$ cat config.mk
export PLATFORM = sky130hd
export DESIGN_NAME = led_stream_decoder
export DESIGN_NICKNAME = d
export VERILOG_FILES = /design/src/rtl/led_pkg.sv /design/src/rtl/led_line_sync.sv /design/src/rtl/led_stream_decoder.sv
export SDC_FILE = /design/constraint.sdc
export NUM_CORES = 1
export LEC_CHECK = 0
export CAP_MARGIN = 20
export CORE_ASPECT_RATIO = 1.25
export CORE_MARGIN = 2
export CORE_UTILIZATION = 40
export CTS_BUF_LIST = sky130_fd_sc_hd__clkbuf_4 sky130_fd_sc_hd__clkbuf_8
export DETAILED_ROUTE_END_ITERATION = 16
export REMOVE_ABC_BUFFERS = 1
export SLEW_MARGIN = 20
export SYNTH_ARGS = -nofsm -noshare
export SYNTH_HDL_FRONTEND = slang
export SYNTH_SLANG_ARGS = --single-unit
$ cat constraint.sdc
create_clock -name clk_100mhz -period 3 [get_ports clk_100mhz]
set_input_delay 0.9 -clock clk_100mhz [delete_from_list [all_inputs] [get_ports clk_100mhz]]
set_output_delay 0.9 -clock clk_100mhz [all_outputs]
set_load 0.1 [all_outputs]
$ cat src/rtl/led_pkg.sv
`default_nettype none
// ============================================================================
//  Module      : led_pkg
//  Description : Shared types and default timing constants for the LED
//                serial-stream decoder. All timing values are in cycles
//                of a 100 MHz clock.
//                Contents:
//                  led_state_e   - decoder FSM states
//                  grb_pixel_t   - 24-bit GRB pixel word
//                  DEF_*         - default parameter values
//                  max2()        - elaboration-time maximum helper
//  Revision    : 1.0 - initial release
// ============================================================================
package led_pkg;

  typedef enum logic [1:0] {
    S_SYNC = 2'd0,
    S_IDLE = 2'd1,
    S_HIGH = 2'd2,
    S_LOW  = 2'd3
  } led_state_e;

  typedef logic [23:0] grb_pixel_t;

  localparam int unsigned PIXEL_BITS       = 24;
  localparam int unsigned DEF_NUM_LEDS     = 10;
  localparam int unsigned DEF_BIT_THRESH   = 60;    // 600 ns
  localparam int unsigned DEF_MIN_HIGH     = 20;    // 200 ns
  localparam int unsigned DEF_MAX_HIGH     = 100;   // 1 us
  localparam int unsigned DEF_LATCH_CYCLES = 5000;  // 50 us

  function automatic int unsigned max2(input int unsigned a, input int unsigned b);
    return (a > b) ? a : b;
  endfunction

endpackage
`default_nettype wire

$ cat src/rtl/led_line_sync.sv
`default_nettype none
// ============================================================================
//  Module      : led_line_sync
//  Description : Two-flop synchronizer for the asynchronous LED data line,
//                followed by a history flop for edge detection.
//  Ports       : clk_i   - clock
//                rst_ni  - asynchronous active-low reset
//                line_i  - raw asynchronous serial line
//                level_o - synchronized line level
//                rise_o  - one-cycle pulse on a synchronized rising edge
//                fall_o  - one-cycle pulse on a synchronized falling edge
//  Revision    : 1.0 - initial release
// ============================================================================
module led_line_sync (
  input  logic clk_i,
  input  logic rst_ni,
  input  logic line_i,
  output logic level_o,
  output logic rise_o,
  output logic fall_o
);

  logic meta_q;
  logic sync_q;
  logic prev_q;

  always_ff @(posedge clk_i or negedge rst_ni) begin
    if (!rst_ni) begin
      meta_q <= 1'b0;
      sync_q <= 1'b0;
      prev_q <= 1'b0;
    end else begin
      meta_q <= line_i;
      sync_q <= meta_q;
      prev_q <= sync_q;
    end
  end

  assign level_o = sync_q;
  assign rise_o  = sync_q & ~prev_q;
  assign fall_o  = ~sync_q & prev_q;

endmodule
`default_nettype wire

$ cat src/rtl/led_stream_decoder.sv
`default_nettype none
// ============================================================================
//  Module      : led_stream_decoder
//  Description : Decodes a single-wire LED pixel stream (pulse-width coded
//                bits, 24-bit GRB pixels, frames terminated by a long low
//                latch gap) into pixel words with their frame position.
//  Ports       : clk_100mhz  - 100 MHz clock
//                sys_rst_n   - asynchronous active-low reset
//                signal_in   - asynchronous serial LED data line
//                pixel_data  - decoded GRB word, MSB received first
//                pixel_valid - one-cycle strobe for pixel_data/pixel_index
//                pixel_index - zero-based pixel position within the frame
//                frame_done  - one-cycle strobe on a valid latch gap
//                frame_error - one-cycle strobe on a protocol violation
//  Options     : PIXEL_COUNT_CHECK_EN - when defined, a frame must contain
//                exactly NUM_LEDS pixels; otherwise pixel_index wraps.
//  Revision    : 1.0 - initial release
// ============================================================================
module led_stream_decoder
  import led_pkg::*;
#(
  parameter int unsigned NUM_LEDS     = DEF_NUM_LEDS,
  parameter int unsigned BIT_THRESH   = DEF_BIT_THRESH,
  parameter int unsigned MIN_HIGH     = DEF_MIN_HIGH,
  parameter int unsigned MAX_HIGH     = DEF_MAX_HIGH,
  parameter int unsigned LATCH_CYCLES = DEF_LATCH_CYCLES
) (
  input  logic                        clk_100mhz,
  input  logic                        sys_rst_n,
  input  logic                        signal_in,
  output logic [23:0]                 pixel_data,
  output logic                        pixel_valid,
  output logic [$clog2(NUM_LEDS):0]   pixel_index,
  output logic                        frame_done,
  output logic                        frame_error
);

  // Counters must reach both the latch length and the high-time timeout.
  localparam int unsigned CNT_MAX = max2(LATCH_CYCLES, MAX_HIGH + 1);
  localparam int unsigned CNT_W   = $clog2(CNT_MAX + 1);
  localparam int unsigned IDX_W   = $clog2(NUM_LEDS) + 1;

  localparam logic [CNT_W-1:0] C_ONE      = CNT_W'(1);
  localparam logic [CNT_W-1:0] C_THRESH   = CNT_W'(BIT_THRESH);
  localparam logic [CNT_W-1:0] C_MIN      = CNT_W'(MIN_HIGH);
  localparam logic [CNT_W-1:0] C_MAX      = CNT_W'(MAX_HIGH);
  localparam logic [CNT_W-1:0] C_LATCH    = CNT_W'(LATCH_CYCLES);
  localparam logic [4:0]       C_LAST_BIT = 5'(PIXEL_BITS - 1);
`ifdef PIXEL_COUNT_CHECK_EN
  localparam logic [IDX_W-1:0] C_NUM      = IDX_W'(NUM_LEDS);
`else
  localparam logic [IDX_W-1:0] C_LAST_IDX = IDX_W'(NUM_LEDS - 1);
`endif

  // Line synchronizer and edge detection
  logic w_level;
  logic w_rise;
  logic w_fall;

  led_line_sync u_line_sync (
    .clk_i   (clk_100mhz),
    .rst_ni  (sys_rst_n),
    .line_i  (signal_in),
    .level_o (w_level),
    .rise_o  (w_rise),
    .fall_o  (w_fall)
  );

  // State
  led_state_e        state_q, state_d;
  logic [CNT_W-1:0]  width_q, width_d;
  logic [CNT_W-1:0]  low_q, low_d;
  logic [4:0]        bitcnt_q, bitcnt_d;
  logic [22:0]       shift_q, shift_d;
  logic [IDX_W-1:0]  idx_q, idx_d;
  grb_pixel_t        pixel_data_q, pixel_data_d;
  logic [IDX_W-1:0]  pixel_index_q, pixel_index_d;
  logic              valid_q, valid_d;
  logic              done_q, done_d;
  logic              err_q, err_d;

  logic              w_bit;
  logic              w_abort;

  assign w_bit = (width_q >= C_THRESH);

  always_ff @(posedge clk_100mhz or negedge sys_rst_n) begin
    if (!sys_rst_n) begin
      state_q       <= S_SYNC;
      width_q       <= '0;
      low_q         <= '0;
      bitcnt_q      <= '0;
      shift_q       <= '0;
      idx_q         <= '0;
      pixel_data_q  <= '0;
      pixel_index_q <= '0;
      valid_q       <= 1'b0;
      done_q        <= 1'b0;
      err_q         <= 1'b0;
    end else begin
      state_q       <= state_d;
      width_q       <= width_d;
      low_q         <= low_d;
      bitcnt_q      <= bitcnt_d;
      shift_q       <= shift_d;
      idx_q         <= idx_d;
      pixel_data_q  <= pixel_data_d;
      pixel_index_q <= pixel_index_d;
      valid_q       <= valid_d;
      done_q        <= done_d;
      err_q         <= err_d;
    end
  end

  always_comb begin
    state_d       = state_q;
    width_d       = width_q;
    low_d         = low_q;
    bitcnt_d      = bitcnt_q;
    shift_d       = shift_q;
    idx_d         = idx_q;
    pixel_data_d  = pixel_data_q;
    pixel_index_d = pixel_index_q;
    valid_d       = 1'b0;
    done_d        = 1'b0;
    err_d         = 1'b0;
    w_abort       = 1'b0;

    case (state_q)
      // Wait for an unbroken low of a full latch length before trusting
      // the stream; this gap only aligns us, it does not end a frame.
      S_SYNC: begin
        if (w_level) begin
          low_d = '0;
        end else if (low_q == C_LATCH) begin
          state_d = S_IDLE;
        end else begin
          low_d = low_q + 1'b1;
        end
      end

      // The rise cycle is itself the first high cycle, so the counter
      // restarts at one and holds the exact high width at the fall.
      S_IDLE: begin
        if (w_rise) begin
          state_d = S_HIGH;
          width_d = C_ONE;
        end
      end

      S_HIGH: begin
        if (w_fall) begin
          if (width_q < C_MIN) begin
            w_abort = 1'b1;
          end else begin
            shift_d = {shift_q[21:0], w_bit};
            state_d = S_LOW;
            low_d   = C_ONE;  // fall cycle is the first low cycle
            if (bitcnt_q == C_LAST_BIT) begin
              bitcnt_d = '0;
`ifdef PIXEL_COUNT_CHECK_EN
              if (idx_q == C_NUM) begin
                w_abort = 1'b1;
              end else begin
                valid_d       = 1'b1;
                pixel_data_d  = {shift_q, w_bit};
                pixel_index_d = idx_q;
                idx_d         = idx_q + 1'b1;
              end
`else
              valid_d       = 1'b1;
              pixel_data_d  = {shift_q, w_bit};
              pixel_index_d = idx_q;
              idx_d         = (idx_q == C_LAST_IDX) ? '0 : idx_q + 1'b1;
`endif
            end else begin
              bitcnt_d = bitcnt_q + 1'b1;
            end
          end
        end else if (width_q >= C_MAX) begin
          // Line is still high on what would be cycle MAX_HIGH+1.
          w_abort = 1'b1;
        end else begin
          width_d = width_q + 1'b1;
        end
      end

      S_LOW: begin
        if (w_rise) begin
          state_d = S_HIGH;
          width_d = C_ONE;
        end else if (low_q == C_LATCH) begin
          state_d  = S_IDLE;
          bitcnt_d = '0;
          idx_d    = '0;
          // S_LOW is only entered through an accepted bit, so a zero bit
          // count here means at least one whole pixel has been received.
          if (bitcnt_q != '0) begin
            err_d = 1'b1;
          end
`ifdef PIXEL_COUNT_CHECK_EN
          else if (idx_q == C_NUM) begin
            done_d = 1'b1;
          end else begin
            err_d = 1'b1;
          end
`else
          else begin
            done_d = 1'b1;
          end
`endif
        end else begin
          low_d = low_q + 1'b1;
        end
      end

      default: begin
        state_d = S_SYNC;
      end
    endcase

    // Any protocol violation drops all partial state and forces a resync.
    if (w_abort) begin
      state_d  = S_SYNC;
      err_d    = 1'b1;
      valid_d  = 1'b0;
      bitcnt_d = '0;
      idx_d    = '0;
      low_d    = '0;
    end
  end

  assign pixel_data  = pixel_data_q;
  assign pixel_valid = valid_q;
  assign pixel_index = pixel_index_q;
  assign frame_done  = done_q;
  assign frame_error = err_q;

endmodule
`default_nettype wire

After elaboration in Yosys (flattened, before gate mapping)
Index checks and enable logic that the tools add are counted.

Add/sub/neg operators: 4. Multiply operators: 0. Divide/modulo/power cells: 0. Magnitude comparators: 3. Equal/unequal tests: 16. Shift operators: 0. Multiplexer cells: 50. Bitwise logic cells: 5. Reductions and logical operators: 13.

Operators with widths (count): $mux 13 (9); $mux 5 (11); $pmux 13 s3 (1); $add 13x1->13 const B (2); $pmux 13 s2 (1); $pmux 5 s2 (2); $mux 1 (18); $reduce_and 4->1 (4); $ne 3x3->1 const B (5); $mux 2 (7); $eq 13x13->1 const B (1); $ge 13x6->1 const B (1); $ge 13x7->1 const B (1); $lt 13x5->1 const B (1); $add 5x1->5 const B (2); $pmux 2 s4 (1); $ne 3x2->1 const B (2); $reduce_and 6->1 (1); $eq 5x4->1 const B (1); $eq 5x5->1 const B (1); $reduce_and 5->1 (1); $reduce_bool 5->1 (1); $eq 2x2->1 const B (2); $ne 2x2->1 const B (2); other kinds (10) (13).

Register bits after elaboration: 96. Latch bits: 0. Bits in writable memories: 0. ROM bits: 0. Bits of input ports: 3. Logic and storage cells: 105. Memories kept: 0.

Logic depth before layout (Yosys ltp)
Depth after elaboration: 7. Gate-level depth with buffers: 8.

By module
A second synthesis with hierarchy kept.

Cells, all modules: 360. Area, all modules: 4355.4 um^2.

By module, submodules not included: led_stream_decoder (times used 1, cells each 355, area each 4265.3 um^2, sequential area each 2327.2 um^2); led_line_sync (times used 1, cells each 5, area each 90.1 um^2, sequential area each 75.1 um^2).

Least setup slack after synthesis
OpenSTA, ideal clock, no wires.

Path kind: reg2reg. Start point: register width_q[8]. End point: register idx_q[2]. Arrival: 2.214 ns. Path slack: 0.703 ns. Cell stages (with the launch flop): 7. Buffers on the path: 1. Path through: dfrtp_1 -> or4_4 -> or4_1 -> buf_2 -> a31o_1 -> a211o_1 -> o22ai_1.

Longest elaborated chain between the ends: 6. Elaborated cells on any way between the ends: 14. Those cells by class: order compare: 2; eq/ne: 5; mux: 5; reduce/logical: 2.

RTL lines: start: declaration (line led_stream_decoder.sv:71) `logic [CNT_W-1:0] width_q, width_d;`; start signal: assignment (line led_stream_decoder.sv:102) `width_q <= width_d;`; $ge 13x7->1 / $lt 13x5->1 (equally long branches) (line led_stream_decoder.sv:180, led_stream_decoder.sv:153); $mux 1, on equally long branches (line led_stream_decoder.sv:180, led_stream_decoder.sv:153); $mux 1 (line led_stream_decoder.sv:152) `if (w_fall) begin`; $mux 1 (line led_stream_decoder.sv:129) `case (state_q)`; $ne 3x3->1 (no source line), or another cell as far along; $reduce_and 6->1 (no source line); end signal: assignment (line led_stream_decoder.sv:106) `idx_q <= idx_d;`; end: declaration (line led_stream_decoder.sv:75) `logic [IDX_W-1:0] idx_q, idx_d;`.

Parallel ways exist; a longest one is shown, timed or not. A chain may end at the register's enable or synchronous reset.

Worst setup path in the final report
Start point: register width_q[8]. End point: register low_q[5].

Longest elaborated chain between the ends: 6. Elaborated cells on any way between the ends: 12. Those cells by class: order compare: 2; eq/ne: 3; mux: 5; reduce/logical: 2.

RTL lines: $ge 13x7->1 / $lt 13x5->1 (equally long branches) (line led_stream_decoder.sv:180, led_stream_decoder.sv:153); $mux 1, on equally long branches (line led_stream_decoder.sv:180, led_stream_decoder.sv:153); $mux 1 (line led_stream_decoder.sv:152); $mux 1 (line led_stream_decoder.sv:129); $ne 3x3->1 (no source line), or another cell as far along; $reduce_and 4->1 (no source line); end signal: assignment (line led_stream_decoder.sv:103) `low_q <= low_d;`; end: declaration (line led_stream_decoder.sv:72) `logic [CNT_W-1:0] low_q, low_d;`.

Parallel ways exist; a longest one is shown, timed or not.

==> reports/qor.csv <==
metric;value;unit
placed_cell_area;0.00475;mm^2
holdWs;360;ps
end_kind;flop;
ys_ff_latch;96;
portBuffers;34;
clock.fmax;364;MHz
clk_pin_slew_worst_paths;90;ps
die_y;120;um
ir_drop;0.216;mV
postCtsSetupRepairBufs;0;
yosys.area_share.simple;0.181;
muxShareOfSynthArea;0.0856;
post_drt_wl_per_cell;14.0;um
fin_skew;13.4;ps
hold_viol;0;
p_comb_frac;0.025;
ant_nets;0;
grt_max_degree;57;
slew_headroom;0.520;
status;finished clean;
fillers;986;
drcViolationCount;0;
met1_length;3.59;mm
power_density;476;mW/mm^2
initial_core_util;0.409;
synth_cell_types;52;
dr.max_layer_used;met4;
drtPass1Iterations;4;
dp_slack;286;ps
post-place-cells;566;
cts_root_buf;clkbuf_8;
routed_wl;8.13;mm
place_hpwl;5.75;mm
grt_pass1_vias;3009;
cts-buffers-inserted;9;
grt_antenna_before_repair;0;
seqPwrFrac;0.550;
synth_seq_area_share;0.559;
worstMarginPinSlew;720;ps
grt_overflow;0;
cts_resized;0;
rsz0062_at_grt;false;
diodes;0;
cts_tree;done;
path_class;reg2reg;
synth_xor_area_frac;0.0224;
fin_crit_sh;0.916;
internal_power;1.87;mW
critical_path_required;3240;ps
drv_slew;0;
nNetsFinal;456;
slowest_stage;or4_1;
wl_met3;283;um
htree_levels;3;
synth_compound_area_frac;0.0949;
setup_viol;0;
track_usage;0.148;
power_switching;0.505;mW
cp_max_fo;17;
netlist_instances;407;
core;0.0105;mm^2
drt-vias-per-instance;5.28;
worst_slack;253;ps
wl_met2;4.16;mm
pwr-share-clk;0.425;
placement_rows;42;
cts_sinks;96;
fin_crit;2750;ps
drive_gt1_frac;0.212;
fin_cells;581;
final_cell_area;0.00498;mm^2
die-area;0.0116;mm^2
power;2.38;mW
area_growth;15.9;%
synth_top_family_by_area;simple AND/OR/NAND/NOR gates;
worstHoldPathType;reg2reg;
hold_buffers;0;
drt_iter0_drc;108;
synthAdderAreaFrac;0.0233;
grt_pass1_wl;14.2;mm
synth-async-reset-ratio;1.00;
cp_cell_sequence;or4_4 -> or4_1 -> o21ai_1 -> or2_2 -> o41ai_1;
postLayoutCoreUtil;0.474;
gp_congestion;0.783;
cts_buffer_depth;2;
cap_violations;0;
die_x;96.7;um
power.leakage;2.48;nW
synthFlopType;dfrtp_1;
ys_warn_count;0;
syn_avg_cell_area;10.6;um^2
startpoint_type;flop;
synthesis.area;0.00430;mm^2
cp_slowest_stage_delay;840;ps
power.share.switching;0.213;
vias;3068;
cp_data_arrival_time;2990;ps
clkLatencyLatePin;360;ps
setup-tns-final;0;ps
synth-edff-count;0;
ios;35;
## layer usage
layer / vias up / global-route usage
met5: - / 0
met4: 0 / 0.0458
met3: 7 / 0.0344
met2: 51 / 0.261
met1: 1536 / 0.181
li1: 1474 / -
## cell type report
cell class	count	area, um^2	share of cell area
Clock buffer	9	124	0.0248
Multi-Input combinational cell	276	1760	0.352
Sequential cell	96	2400	0.482
Tap cell	132	165	0.0331
Clock inverter	6	115	0.0231
Timing Repair Buffer	43	350	0.0703
Inverter	19	71.3	0.0143
## cells by family (layout without fill, tap and decap cells)
group                    Yosys count  after routing
adder cells (fa/ha/maj)            8              8
AO/OA/AOI/OAI                     61             61
flip-flops                        96             96
multiplexers                      33             33
AND/OR/NAND/NOR                  163            163
buffers and inverters             35             77
XOR/XNOR                          11             11
## critical path, delay by kind of cell (launching register included)
kind             cells  cell delay, ps
flip-flops           1             400
AO/OA/AOI/OAI        2             600
AND/OR/NAND/NOR      3            1630
## state kept, by name, summed over array words and instances, names as in the netlist, 2 cells and up
signal,cells
pixel_data,24
state_q,2
low_q,13
shift_q,23
bitcnt_q,5
width_q,13
pixel_index,5
idx_q,5
## synthesized netlist by cell type, drive strengths merged (2+ instances only)
cell type,n,area share
a21oi,12,0.014
a31oi,3,0.0044
and2,6,0.0087
and3,2,0.0029
buf,8,0.010
clkbuf,8,0.0070
dfrtp,96,0.56
ha,8,0.023
inv,19,0.017
mux2,30,0.079
mux2i,3,0.0070
nand2,79,0.069
nand2b,7,0.010
nand3,12,0.014
nand4,2,0.0029
nor2,24,0.021
nor2b,5,0.0073
nor3,3,0.0035
nor4,5,0.010
nor4b,3,0.0061
o2111ai,2,0.0041
o211ai,5,0.0087
o21a,3,0.0052
o21ai,16,0.019
o221ai,2,0.0055
o22ai,2,0.0029
o31ai,4,0.0070
o41ai,3,0.0061
or2,2,0.0029
or3,7,0.010
or4,2,0.0044
xnor2,7,0.014
xor2,4,0.0081
## power by group through the flow
stage / clock network [mW] / registers [mW] / logic, mW
2_1_floorplan: 0 / 1.33 / 0.0201
3_5_place_dp: 0 / 1.33 / 0.0616
5_1_grt: 1.10 / 1.31 / 0.0690
6_report: 1.01 / 1.31 / 0.0591
4_1_cts: 1.04 / 1.31 / 0.0621
3_3_place_gp: 0 / 1.33 / 0.0605
## placed cells by master, fill, tap and decap left out, types with 3 or more instances in the layout
master and count:
a21oi_1 12, a31oi_1 3, and2_1 6, buf_4 40, bufinv_16 3, clkbuf_8 9, dfrtp_1 96, ha_1 8
inv_1 19, mux2_2 30, mux2i_1 3, nand2_1 79, nand2b_1 7, nand3_1 12, nor2_1 24, nor2b_1 5
nor4_1 3, nor4b_1 3, o211ai_1 5, o21a_1 3, o21ai_0 15, o31ai_1 4, o41ai_1 3, or3_1 7
xnor2_1 7, xor2_1 4
## worst paths after layout
kind	startpoint	to	slack (ps)	cells after the start
setup / recovery	width_q[8]$_DFFE_PN0P_	low_q[5]$_DFFE_PN0P_	250	5
hold / removal	u_line_sync.meta_q$_DFF_PN0_	u_line_sync.level_o$_DFF_PN0_	360	0
setup reg to reg	width_q[8]$_DFFE_PN0P_	low_q[5]$_DFFE_PN0P_	250	5
hold reg to reg	u_line_sync.meta_q$_DFF_PN0_	u_line_sync.level_o$_DFF_PN0_	360	0
max in group asynchronous	sys_rst_n	pixel_data[9]$_DFFE_PN0P_	1780	2
min in group asynchronous	sys_rst_n	shift_q[19]$_DFFE_PN0P_	580	1
No activity file was read; power rests on OpenSTA's default activity.
